## src/rtl/control_pkg.sv

```systemverilog
// Shared decode-side constants and the fetch queue entry layout.
package control_pkg;

  localparam int unsigned XLEN      = 64;
  localparam logic [31:0] NOP_INSTR = 32'h00000013;

  typedef struct packed {
    logic [XLEN-1:0] pc;
    logic [31:0]     instr;
  } fetch_entry_t;

endpackage

```

## src/rtl/fetch_buffer.sv

```systemverilog
// Instruction queue between fetch and decode: registered-state FIFO of (pc, instr)
// pairs with a NOP bubble when empty and pre-split decode fields on the head.
module fetch_buffer
  import control_pkg::fetch_entry_t;
  import control_pkg::NOP_INSTR;
#(
  parameter int unsigned XLEN  = 64,
  parameter int unsigned DEPTH = 4
) (
  input  logic                       clk,
  input  logic                       reset,
  input  logic                       flush,
  input  logic                       in_valid,
  output logic                       in_ready,
  input  logic [XLEN-1:0]            in_pc,
  input  logic [31:0]                in_instr,
  output logic                       out_valid,
  input  logic                       out_ready,
  output logic [XLEN-1:0]            out_pc,
  output logic [XLEN-1:0]            out_pc_plus4,
  output logic [31:0]                out_instr,
  output logic [6:0]                 opcode,
  output logic [2:0]                 funct3,
  output logic                       funct7b5,
  output logic [$clog2(DEPTH+1)-1:0] count
);

  localparam int unsigned PW = $clog2(DEPTH);
  localparam int unsigned CW = $clog2(DEPTH + 1);

  if (DEPTH < 2 || (DEPTH & (DEPTH - 1)) != 0) begin : g_depth_check
    $error("fetch_buffer: DEPTH must be a power of 2 and at least 2");
  end
  if (XLEN != control_pkg::XLEN) begin : g_xlen_check
    $error("fetch_buffer: XLEN must match control_pkg::XLEN");
  end

  fetch_entry_t    mem_q [DEPTH];
  fetch_entry_t    head;
  logic [PW-1:0]   wr_ptr_q, wr_ptr_d;
  logic [PW-1:0]   rd_ptr_q, rd_ptr_d;
  logic [CW-1:0]   count_q, count_d;
  logic            push, pop, empty;

  assign empty     = (count_q == '0);
  assign in_ready  = (count_q != CW'(DEPTH));
  assign out_valid = !empty && !flush;
  assign push      = in_valid && in_ready && !flush;
  assign pop       = out_valid && out_ready;
  assign count     = count_q;

  always_comb begin
    wr_ptr_d = wr_ptr_q;
    rd_ptr_d = rd_ptr_q;
    count_d  = count_q;
    if (flush) begin
      wr_ptr_d = '0;
      rd_ptr_d = '0;
      count_d  = '0;
    end else begin
      if (push) wr_ptr_d = wr_ptr_q + PW'(1);
      if (pop)  rd_ptr_d = rd_ptr_q + PW'(1);
      case ({push, pop})
        2'b10:   count_d = count_q + CW'(1);
        2'b01:   count_d = count_q - CW'(1);
        default: count_d = count_q;
      endcase
    end
  end

  always_ff @(posedge clk or posedge reset) begin
    if (reset) begin
      wr_ptr_q <= '0;
      rd_ptr_q <= '0;
      count_q  <= '0;
    end else begin
      wr_ptr_q <= wr_ptr_d;
      rd_ptr_q <= rd_ptr_d;
      count_q  <= count_d;
    end
  end

  always_ff @(posedge clk) begin
    if (push) mem_q[wr_ptr_q] <= '{pc: in_pc, instr: in_instr};
  end

  // Bubble keys off occupancy alone so the outputs never expose unwritten storage.
  assign head         = mem_q[rd_ptr_q];
  assign out_instr    = empty ? NOP_INSTR : head.instr;
  assign out_pc       = empty ? '0 : head.pc;
  assign out_pc_plus4 = out_pc + XLEN'(4);
  assign opcode       = out_instr[6:0];
  assign funct3       = out_instr[14:12];
  assign funct7b5     = out_instr[30];

endmodule

```

## config.mk

```make
export PLATFORM = sky130hd
export DESIGN_NAME = fetch_buffer
export DESIGN_NICKNAME = d
export VERILOG_FILES = /design/src/rtl/control_pkg.sv /design/src/rtl/fetch_buffer.sv
export SDC_FILE = /design/constraint.sdc
export NUM_CORES = 1
export LEC_CHECK = 0
export CORE_MARGIN = 2
export CORE_UTILIZATION = 23
export DETAILED_ROUTE_END_ITERATION = 6
export GPL_ROUTABILITY_DRIVEN = 0
export PLACE_DENSITY = 0.5
export SLEW_MARGIN = 10
export SYNTH_ARGS = -nofsm -noshare
export SYNTH_HDL_FRONTEND = slang
export SYNTH_SLANG_ARGS = --single-unit
```

## constraint.sdc

```tcl
create_clock -name clk -period 12 [get_ports clk]
set_input_delay 3.6 -clock clk [delete_from_list [all_inputs] [get_ports clk]]
set_output_delay 3.6 -clock clk [all_outputs]
set_load 0.01 [all_outputs]
```

==> flow_summary_export.csv, run 1 <==
group,metric,value,unit
global_route,gr-total-overflow,0,
route,ant_nets,0,
critical_path,required,8.40,ns
route,drt-wirelength-per-cell,22.5,um
synthesis,synth_edf_count,384,
critical_path,worst_ep_arrival_time,5.33,ns
synthesis,yosys-top-cells-count,"384 x edfxtp_1, 95 x mux4_2, 88 x nand2_1",
placement,portBuffers,276,
timing,slew_headroom,24.9,%
clocking,cts.sinks,391,
layout,areaGrowthSynthToFinish,29.9,%
clocking,clk_latency,0.57,ns
route,via_per_inst,4.34,
floorplan,core_area,0.0741,mm^2
layout,drive_gt1_share,15.5,%
timing,setup_violations,0,
global_route,antenna_found_initial,12,
clocking,holdBufCountCts,0,
timing,finalMaxSlewViolations,0,
timing,rsz0062_at_grt,"false",
timing,worstMarginPinSlew,1.12,ns
synthesis,synth_flop_cell,"edfxtp_1",
route,drt_pre_antenna_iters,5,
synthesis,synth_most_common_cell,"edfxtp_1",
synthesis,async_reset_ff_share,1.79,%
timing,clock_skew,0.0102,ns
layout,layout.nets,1372,
timing,post-route-min-period,8.93,ns
critical_path,cpPeakStageDelay,0.92,ns
route,drt_iter0_markers,630,
synthesis,synth_top_cell_by_area,"edfxtp_1",
global_route,grt_pass1_vias,10400,
placement,dp_hpwl,35100,um
global_route,grt_util_all_layers,13.1,%
critical_path,end_kind,"output pin",
timing,hold_viol_final,0,
critical_path,critPathTopFamily,"simple AND/OR/NAND/NOR gates",
floorplan,initial_utilization,23.1,%
run_status,outcome,"finished clean",
clocking,cts_resized,0,
timing,fmax,112,MHz
synthesis,ys_top_cells_by_area,"edfxtp_1 67%, mux4_2 12%, and2_1 2.8%",
critical_path,cp-start-kind,"register",
route,drc,0,
critical_path,crit_type,"reg2out",
synthesis,synth_cell_type_count,50,
floorplan,ios,277,
synthesis,avgSynthCellArea,17.3,um^2
floorplan,dieWidth,277,um
critical_path,crit_top_cell,"nand2_1",
synthesis,yosys_warnings,0,
route,routed_wl,51000,um
timing,setup_tns,0,ns
pwr,p_per_area,214,mW/mm^2
pwr,ir_drop,140,uV
route,num_vias,9840,
synthesis,syn_area,0.0171,mm^2
floorplan,dieArea,0.0767,mm^2
floorplan,die_y,277,um
pwr,leakagePower,0.00708,uW
synthesis,synth-seq-cells,391,
layout,final_util,30.1,%
clocking,cts.path.max_buffers,3,
clocking,ctsRootBufferMaster,"clkbuf_16",
critical_path,crit_fanout,74,
hold_path,min_path_type,"reg2reg",
clocking,cts_setup_buffers,0,
clocking,cts_made_buffers,45,
synthesis,seq_area_frac_synth,68.3,%
synthesis,syn-num-nets,1096,
synthesis,syn_inst,989,
global_route,grt_pass1_wl,73500,um
synthesis,synth_top_area_share,67.3,%
critical_path,cp_slowest_cell,"nor4_2",
run,max_cap_violations,0,
clocking,clk_pin_slew,0.06,ns
global_route,grt_max_degree,75,
critical_path,crit_chain,"buf_12 -> mux4_2 -> nand2_1 -> inv_1 -> ha_1 -> nand2_1 -> nor4_2 -> nand3_1 -> nor3_1 -> xor2_1 -> clkdlybuf4s50_1",
critical_path,worstPathBufferInverterCount,3,
clocking,cts_tree,"yes",
clocking,ctsHtreeMaxLevel,2,
floorplan,rows,100,
timing,layout_worst_path_cycle_share,74.5,%
routing by layer:
layer | global-route usage, % | wire [um] | vias to the layer above
met3 | 3.74 | 3430 | 88
li1 | - | - | 4413
met4 | 3.80 | 1170 | 16
met1 | 16.0 | 21000 | 4979
met2 | 22.6 | 25300 | 344
met5 | 0 | 99 | -
cells by family after synthesis:
| logic type | Yosys count | synth area share, % |
|---|---|---|
| xor gates and xnor gates | 66 | 3.37 |
| muxes | 106 | 14.2 |
| and+or+nand+nor | 321 | 10.5 |
| adders and majority gates | 6 | 0.482 |
| buffers and inverters | 88 | 2.80 |
| AOI/OAI and AO/OA | 11 | 0.409 |
| DFF | 391 | 68.3 |
flip-flops by register name, indices dropped and copies added, names as in the netlist:
signal    flops
count         3
wr_ptr_q      2
rd_ptr_q      2
mem_q       384
report_power, final:
part | switching [uW] | internal (uW) | leakage [uW] | total (uW)
logic | 947 | 914 | 0.00283 | 1860
clock network | 544 | 731 | 0.000672 | 1280
registers | 44.5 | 1590 | 0.00358 | 1630
worst paths after layout:
kind / end / slack [ns] / cells past startpoint / from
min reg2reg: wr_ptr_q[1] / 0.59 / 2 / wr_ptr_q[1]
max reg2reg: mem_q[3][43] / 8.98 / 5 / count[0]
max in group asynchronous: rd_ptr_q[0] / 8.47 / 2 / reset
min in group asynchronous: count[1] / 3.28 / 2 / reset
max: out_pc_plus4[36] / 3.07 / 11 / rd_ptr_q[0]
min: wr_ptr_q[1] / 0.59 / 2 / wr_ptr_q[1]
area by class of cell:
class,count,area (um^2)
Antenna cell,3,7.51
Clock buffer,51,1190
Clock inverter,28,173
Fill cell,7366,51800
Inverter,28,105
Multi-Input combinational cell,510,4980
Sequential cell,391,11700
Tap cell,969,1210
Timing Repair Buffer,289,2890
worst reg2reg max path: cells and delay by family, from the launching register on:
family	cells	cell delay (ns)
buffers and inverters	1	0.82
DFF	1	0.52
and+or+nand+nor	4	1.19
placed cells by master (no fill, tap or decap), types with 5 or more instances in the layout:
cell | netlist | layout
edfxtp_1 | 384 | 384
xnor2_1 | 32 | 32
nor4_1 | 15 | 15
clkinv_2 | 0 | 12
clkbuf_16 | 0 | 47
mux4_1 | 11 | 11
clkinv_1 | 0 | 9
ha_1 | 5 | 5
and2_1 | 76 | 72
or3_1 | 7 | 6
clkdlybuf4s50_1 | 0 | 276
nor4_2 | 5 | 5
buf_4 | 17 | 11
nand4_1 | 17 | 17
nand3_1 | 25 | 25
inv_1 | 28 | 28
dfrtp_1 | 7 | 5
mux4_2 | 95 | 95
nand2_1 | 88 | 88
nor2_1 | 26 | 26
xor2_1 | 34 | 34
nor3_1 | 24 | 23
through the flow:
step	instances	power (uW)	cell area [um^2]	hold slack, ns	worst slack (ns)
finish	2269	4770	22300	0.586	3.07
global route	2267	5010	22300	0.624	2.77
CTS	2266	4880	22300	0.584	2.96
detailed placement	2187	3570	20900	0.577	3.20
global placement	2187	3570	20900	0.558	3.19
floorplan	989	2630	17100	0.543	4.43
Note: power is estimated with default switching activity, not from simulation.
==> inputs of run 2 (changes only) <==
==> constraint.sdc (replaced) <==
create_clock -name clk -period 8.8 [get_ports clk]
set_input_delay 2.64 -clock clk [delete_from_list [all_inputs] [get_ports clk]]
set_output_delay 2.64 -clock clk [all_outputs]
set_load 0.01 [all_outputs]
==> run 2 against run 1 <==
Against the previous run: utilization up 0.22 points; final cell count rose by 0.57%; power up 39%; critical path depth is 3 lower; clock power grew 45%; worst hold slack worse by 0.012 ns; wire length increased by 1.9%; first-iteration DRC count shrank 12%; worst setup slack got worse by 2.0 ns; count of clock-buffer cells in the layout up 5; non-clock buffer count grew 10; sequential power increased by 39%; largest cell class unchanged.
==> flow_summary_export.csv, run 2 (synthesized netlist as in run 1, its figures left out) <==
group,metric,value,unit
run_status,outcome,"finished clean",
timing,setup_violations,0,
layout,areaGrowthSynthToFinish,30.8,%
route,num_vias,9957,
clocking,clk_latency,0.57,ns
clocking,ctsRootBufferMaster,"clkbuf_16",
clocking,cts.path.max_buffers,3,
placement,portBuffers,276,
critical_path,worst_ep_arrival_time,5.10,ns
global_route,grt_pass1_vias,10600,
pwr,leakagePower,0.00717,uW
route,drt-wirelength-per-cell,22.8,um
route,ant_nets,0,
global_route,grt_util_all_layers,13.4,%
layout,most-common-layout-cells,"384 x edfxtp_1, 276 x clkdlybuf4s50_1, 95 x mux4_2, 88 x nand2_1, 72 x and2_1",
timing,hold_viol_final,0,
layout,layout.nets,1383,
clocking,cts_tree,"yes",
floorplan,die_y,277,um
timing,finalMaxSlewViolations,0,
pwr,ir_drop,138,uV
clocking,ctsHtreeMaxLevel,2,
floorplan,core_area,0.0741,mm^2
timing,setup_tns,0,ns
global_route,antenna_found_initial,15,
clocking,cts_made_buffers,46,
timing,layout_worst_path_cycle_share,87.9,%
global_route,gr-total-overflow,0,
pwr,p_per_area,296,mW/mm^2
timing,post-route-min-period,7.74,ns
floorplan,dieArea,0.0767,mm^2
critical_path,crit_type,"reg2out",
timing,worstMarginPinSlew,0.930,ns
layout,layout_commonest_cell,"edfxtp_1",
global_route,grt_pass1_wl,74800,um
critical_path,cp_slowest_cell,"dfrtp_4",
clocking,cts_setup_buffers,0,
route,via_per_inst,4.36,
placement,dp_hpwl,36700,um
critical_path,crit_top_cell,"buf_4",
timing,rsz0062_at_grt,"false",
clocking,cts_resized,0,
run,max_cap_violations,0,
route,drt_iter0_markers,555,
clocking,holdBufCountCts,0,
clocking,cts.sinks,391,
timing,fmax,129,MHz
layout,largest_reg_flops,384,
critical_path,cp-start-kind,"register",
timing,clock_skew,0.0205,ns
route,drc,0,
timing,slew_headroom,38.0,%
layout,n_antenna_cell,0,
global_route,grt_max_degree,53,
clocking,clk_pin_slew,0.05,ns
floorplan,rows,100,
critical_path,cpPeakStageDelay,0.95,ns
timing,whs,0.574,ns
floorplan,ios,277,
critical_path,end_kind,"output pin",
floorplan,initial_utilization,23.1,%
layout,nFillCells,7428,
critical_path,required,6.16,ns
hold_path,min_path_type,"reg2reg",
route,drt_pre_antenna_iters,5,
layout,regMostFlops,"mem_q",
critical_path,crit_fanout,38,
route,routed_wl,52000,um
critical_path,crit_chain,"buf_4 -> mux4_2 -> nor3_1 -> nand4_1 -> buf_4 -> nor4_1 -> xor2_1 -> clkdlybuf4s50_1",
layout,drive_gt1_share,16.0,%
floorplan,dieWidth,277,um
run 2: cell count changes in the layout (fill, tap and decap cells not counted), sizes merged:
cell,previous run,this run
inv,29,28
clkbuf,51,56
bufinv,1,4
clkinv,23,22
buf,13,23
diode,3,0
run 2: path summary, 6_finish.rpt:
check,from,end,slack [ns],cells past startpoint
worst max-delay path,rd_ptr_q[0],out_pc_plus4[48],1.06,8
worst min-delay path,wr_ptr_q[1],wr_ptr_q[1],0.57,2
worst max register to register,count[0],mem_q[2][29],5.75,5
worst min register to register,wr_ptr_q[1],wr_ptr_q[1],0.57,2
max in group asynchronous,reset,rd_ptr_q[1],6.22,2
min in group asynchronous,reset,count[1],2.32,2
run 2: power by group:
part / switching, uW / leakage, uW / internal [uW]
clock: 757 / 0.000714 / 1100
combinational: 1270 / 0.00288 / 1250
sequential: 97.7 / 0.00358 / 2160
run 2: final cells by class:
type	count	area [um^2]	share of cell area, %
timing repair buffer	299	2940	13.1
tap	969	1210	5.40
clock buffer	56	1210	5.39
multi-input combinational	510	4980	22.2
clock inverter	29	277	1.23
inverter	28	105	0.469
sequential	391	11700	52.2
run 2: critical path: cells and delay by family, from the launching register on:
kind / cells / cell delay (ns)
buffers and inverters: 3 / 1.63
AND/OR/NAND/NOR: 3 / 1.26
flip-flops: 1 / 0.95
multiplexers: 1 / 0.47
XOR/XNOR: 1 / 0.20
run 2: metal layers:
layer | track usage (%) | part of all wire, %
met1 | 16.1 | 40
met2 | 23.3 | 50
met3 | 4.52 | 7.8
met4 | 2.88 | 2.0
met5 | 0 | 0.24
run 2: through the flow:
stage	cells	instance area, um^2	utilization, %	setup slack (ns)	total power [uW]
after floorplan	989	17100	-	2.42	3590
after global routing	2282	22400	30.3	0.648	6980
after CTS	2282	22400	30.3	0.817	6770
after global placement	2197	20900	28.3	1.45	4890
after detailed placement	2197	20900	28.3	1.46	4880
final	2282	22400	30.3	1.06	6640
==> inputs of run 3 (changes only) <==
--- a/config.mk
+++ b/config.mk
@@ -9,6 +9,7 @@
 export CORE_UTILIZATION = 23
 export DETAILED_ROUTE_END_ITERATION = 6
 export GPL_ROUTABILITY_DRIVEN = 0
+export MAX_ROUTING_LAYER = met4
 export PLACE_DENSITY = 0.5
 export SLEW_MARGIN = 10
 export SYNTH_ARGS = -nofsm -noshare
==> run 3 against run 2 <==
Against the previous run: worst hold slack gained 0.0020 ns; design area up 0.11%; utilization hardly changed; critical path type unchanged; first-iteration DRC count up 4.1%; count of clock-buffer cells in the layout unchanged; power is essentially flat; clock skew fell by 0.00099 ns; register-to-register slack barely moved; via count decreased by 0.21%; sequential power about the same; clock power hardly changed; fmax decreased by 0.13%.
==> flow_summary_export.csv, run 3 (synthesized netlist as in run 1, its figures left out) <==
group,metric,value,unit
run_status,outcome,"finished clean",
layout,final_util,30.3,%
floorplan,initial_utilization,23.1,%
global_route,grt_max_degree,53,
timing,fmax,129,MHz
global_route,grt_pass1_wl,74900,um
timing,layout_worst_path_cycle_share,88.1,%
critical_path,required,6.16,ns
critical_path,crit_type,"reg2out",
route,num_vias,9936,
clocking,ctsRootBufferMaster,"clkbuf_16",
pwr,p_per_area,296,mW/mm^2
route,routed_wl,52000,um
floorplan,core_area,0.0741,mm^2
hold_path,hold_path_end,"wr_ptr_q[1]",
clocking,cts_resized,0,
layout,regMostFlops,"mem_q",
route,drt_iter0_markers,578,
clocking,clk_pin_slew,0.05,ns
pwr,p_switching,2120,uW
timing,post-route-min-period,7.75,ns
layout,nFillCells,7421,
route,drc,0,
pwr,p_sw_share,32.0,%
critical_path,crit_fanout,38,
floorplan,die_y,277,um
floorplan,rows,100,
timing,hold_viol_final,0,
pwr,leakagePower,0.00717,uW
layout,most-common-layout-cells,"384 x edfxtp_1, 276 x clkdlybuf4s50_1, 95 x mux4_2, 88 x nand2_1, 72 x and2_1",
layout,layout.nets,1383,
critical_path,worst_ep_arrival_time,5.11,ns
floorplan,dieWidth,277,um
clocking,holdBufCountCts,0,
placement,dp_hpwl,36700,um
layout,layout_commonest_cell,"edfxtp_1",
route,drt_pre_antenna_iters,7,
timing,slew_headroom,36.7,%
global_route,antenna_found_initial,15,
pwr,p_clk_share,28.0,%
clocking,cts_tree,"yes",
pwr,comb_power_share,38.0,%
global_route,grt_util_all_layers,13.8,%
clocking,cts.sinks,391,
clocking,ctsHtreeMaxLevel,2,
timing,finalMaxSlewViolations,0,
critical_path,crit_top_cell,"buf_4",
layout,areaGrowthSynthToFinish,31.0,%
placement,portBuffers,276,
critical_path,r2r_end,"mem_q[2][25]",
pwr,ir_drop,139,uV
timing,worstMarginPinSlew,0.950,ns
critical_path,crit_chain,"buf_4 -> mux4_2 -> nor3_1 -> nand4_1 -> buf_4 -> nor4_1 -> xor2_1 -> clkdlybuf4s50_1",
hold_path,hold_path_depth,2,
timing,rsz0062_at_grt,"false",
floorplan,dieArea,0.0767,mm^2
critical_path,cpPeakStageDelay,0.96,ns
layout,drive_gt1_share,16.0,%
critical_path,cp_slowest_cell,"dfrtp_4",
route,drt-wirelength-per-cell,22.7,um
route,via_per_inst,4.34,
hold_path,hp-start,"wr_ptr_q[1]",
timing,setup_tns,0,ns
floorplan,ios,277,
hold_path,min_path_type,"reg2reg",
global_route,grt_pass1_vias,10600,
critical_path,cp-start-kind,"register",
clocking,cts.path.max_buffers,3,
timing,setup_violations,0,
critical_path,rr_worst_depth,5,
timing,clock_skew,0.0196,ns
critical_path,r2r-start,"count[0]",
clocking,cts_made_buffers,46,
clocking,cts_setup_buffers,0,
layout,largest_reg_flops,384,
route,ant_nets,0,
critical_path,r2r_setup_slack,5.76,ns
run,max_cap_violations,0,
clocking,clk_latency,0.57,ns
pwr,p_int,4520,uW
global_route,gr-total-overflow,0,
pwr,p_total,6640,uW
pwr,power.sequential.fraction,34.0,%
critical_path,end_kind,"output pin",
## run 3: cell types whose count changed in the layout (fill, tap and decap cells not counted)
cell and delta:
diode_2 +10
## run 3: worst max path at each step
stage                start                to  slack, ns  depth (start not counted)
2_1_floorplan     count[0]  out_pc_plus4[40]       2.42                         17
3_3_place_gp   rd_ptr_q[0]  out_pc_plus4[32]       1.45                          7
3_5_place_dp   rd_ptr_q[0]  out_pc_plus4[32]       1.46                          7
4_1_cts        rd_ptr_q[0]  out_pc_plus4[32]       0.82                          7
5_1_grt        rd_ptr_q[0]  out_pc_plus4[48]       0.64                          8
6_report       rd_ptr_q[0]  out_pc_plus4[48]       1.05                          8
## run 3: power groups by stage
| stage | clock, uW | sequential [uW] | combinational (uW) |
|---|---|---|---|
| final | 1860 | 2260 | 2520 |
| after floorplan | 0 | 2230 | 1350 |
| after global routing | 2000 | 2280 | 2710 |
| after global placement | 0 | 2300 | 2580 |
| after CTS | 1910 | 2270 | 2590 |
| after detailed placement | 0 | 2310 | 2580 |
## run 3: through the flow
stage               instance area (um^2)  worst slack, ns  instances  hold WS, ns
finish                             22500             1.05       2292        0.576
global route                       22500            0.638       2292        0.633
CTS                                22400            0.817       2282        0.579
detailed placement                 20900             1.46       2197        0.571
global placement                   20900             1.45       2197        0.554
floorplan                          17100             2.42        989        0.543
## run 3: area by class of cell
| class | instances | area, um^2 | area share [%] |
|---|---|---|---|
| diodes | 10 | 25.0 | 0.111 |
| clock buffers | 56 | 1210 | 5.39 |
| clock inverters | 29 | 277 | 1.23 |
| inverters | 28 | 105 | 0.468 |
| multi-input cells | 510 | 4980 | 22.2 |
| flip-flops and latches | 391 | 11700 | 52.2 |
| well taps | 969 | 1210 | 5.40 |
| repair buffers | 299 | 2940 | 13.1 |
## run 3: per-layer routing
| layer | vias to the layer above | part of all wire [%] | wire length [um] | GRT usage, % |
|---|---|---|---|---|
| li1 | 4450 | - | - | - |
| met1 | 5104 | 41 | 21300 | 16.3 |
| met2 | 315 | 50 | 25900 | 23.3 |
| met3 | 67 | 7.4 | 3830 | 4.34 |
| met4 | 0 | 1.9 | 985 | 2.88 |
| met5 | - | 0 | 0 | - |
## run 3: worst max-delay path: cells and delay by family, from the launching register on
kind / cells / cell delay, ns
multiplexers: 1 / 0.47
XOR/XNOR: 1 / 0.20
AND/OR/NAND/NOR: 3 / 1.25
flip-flops: 1 / 0.96
buffers and inverters: 3 / 1.62
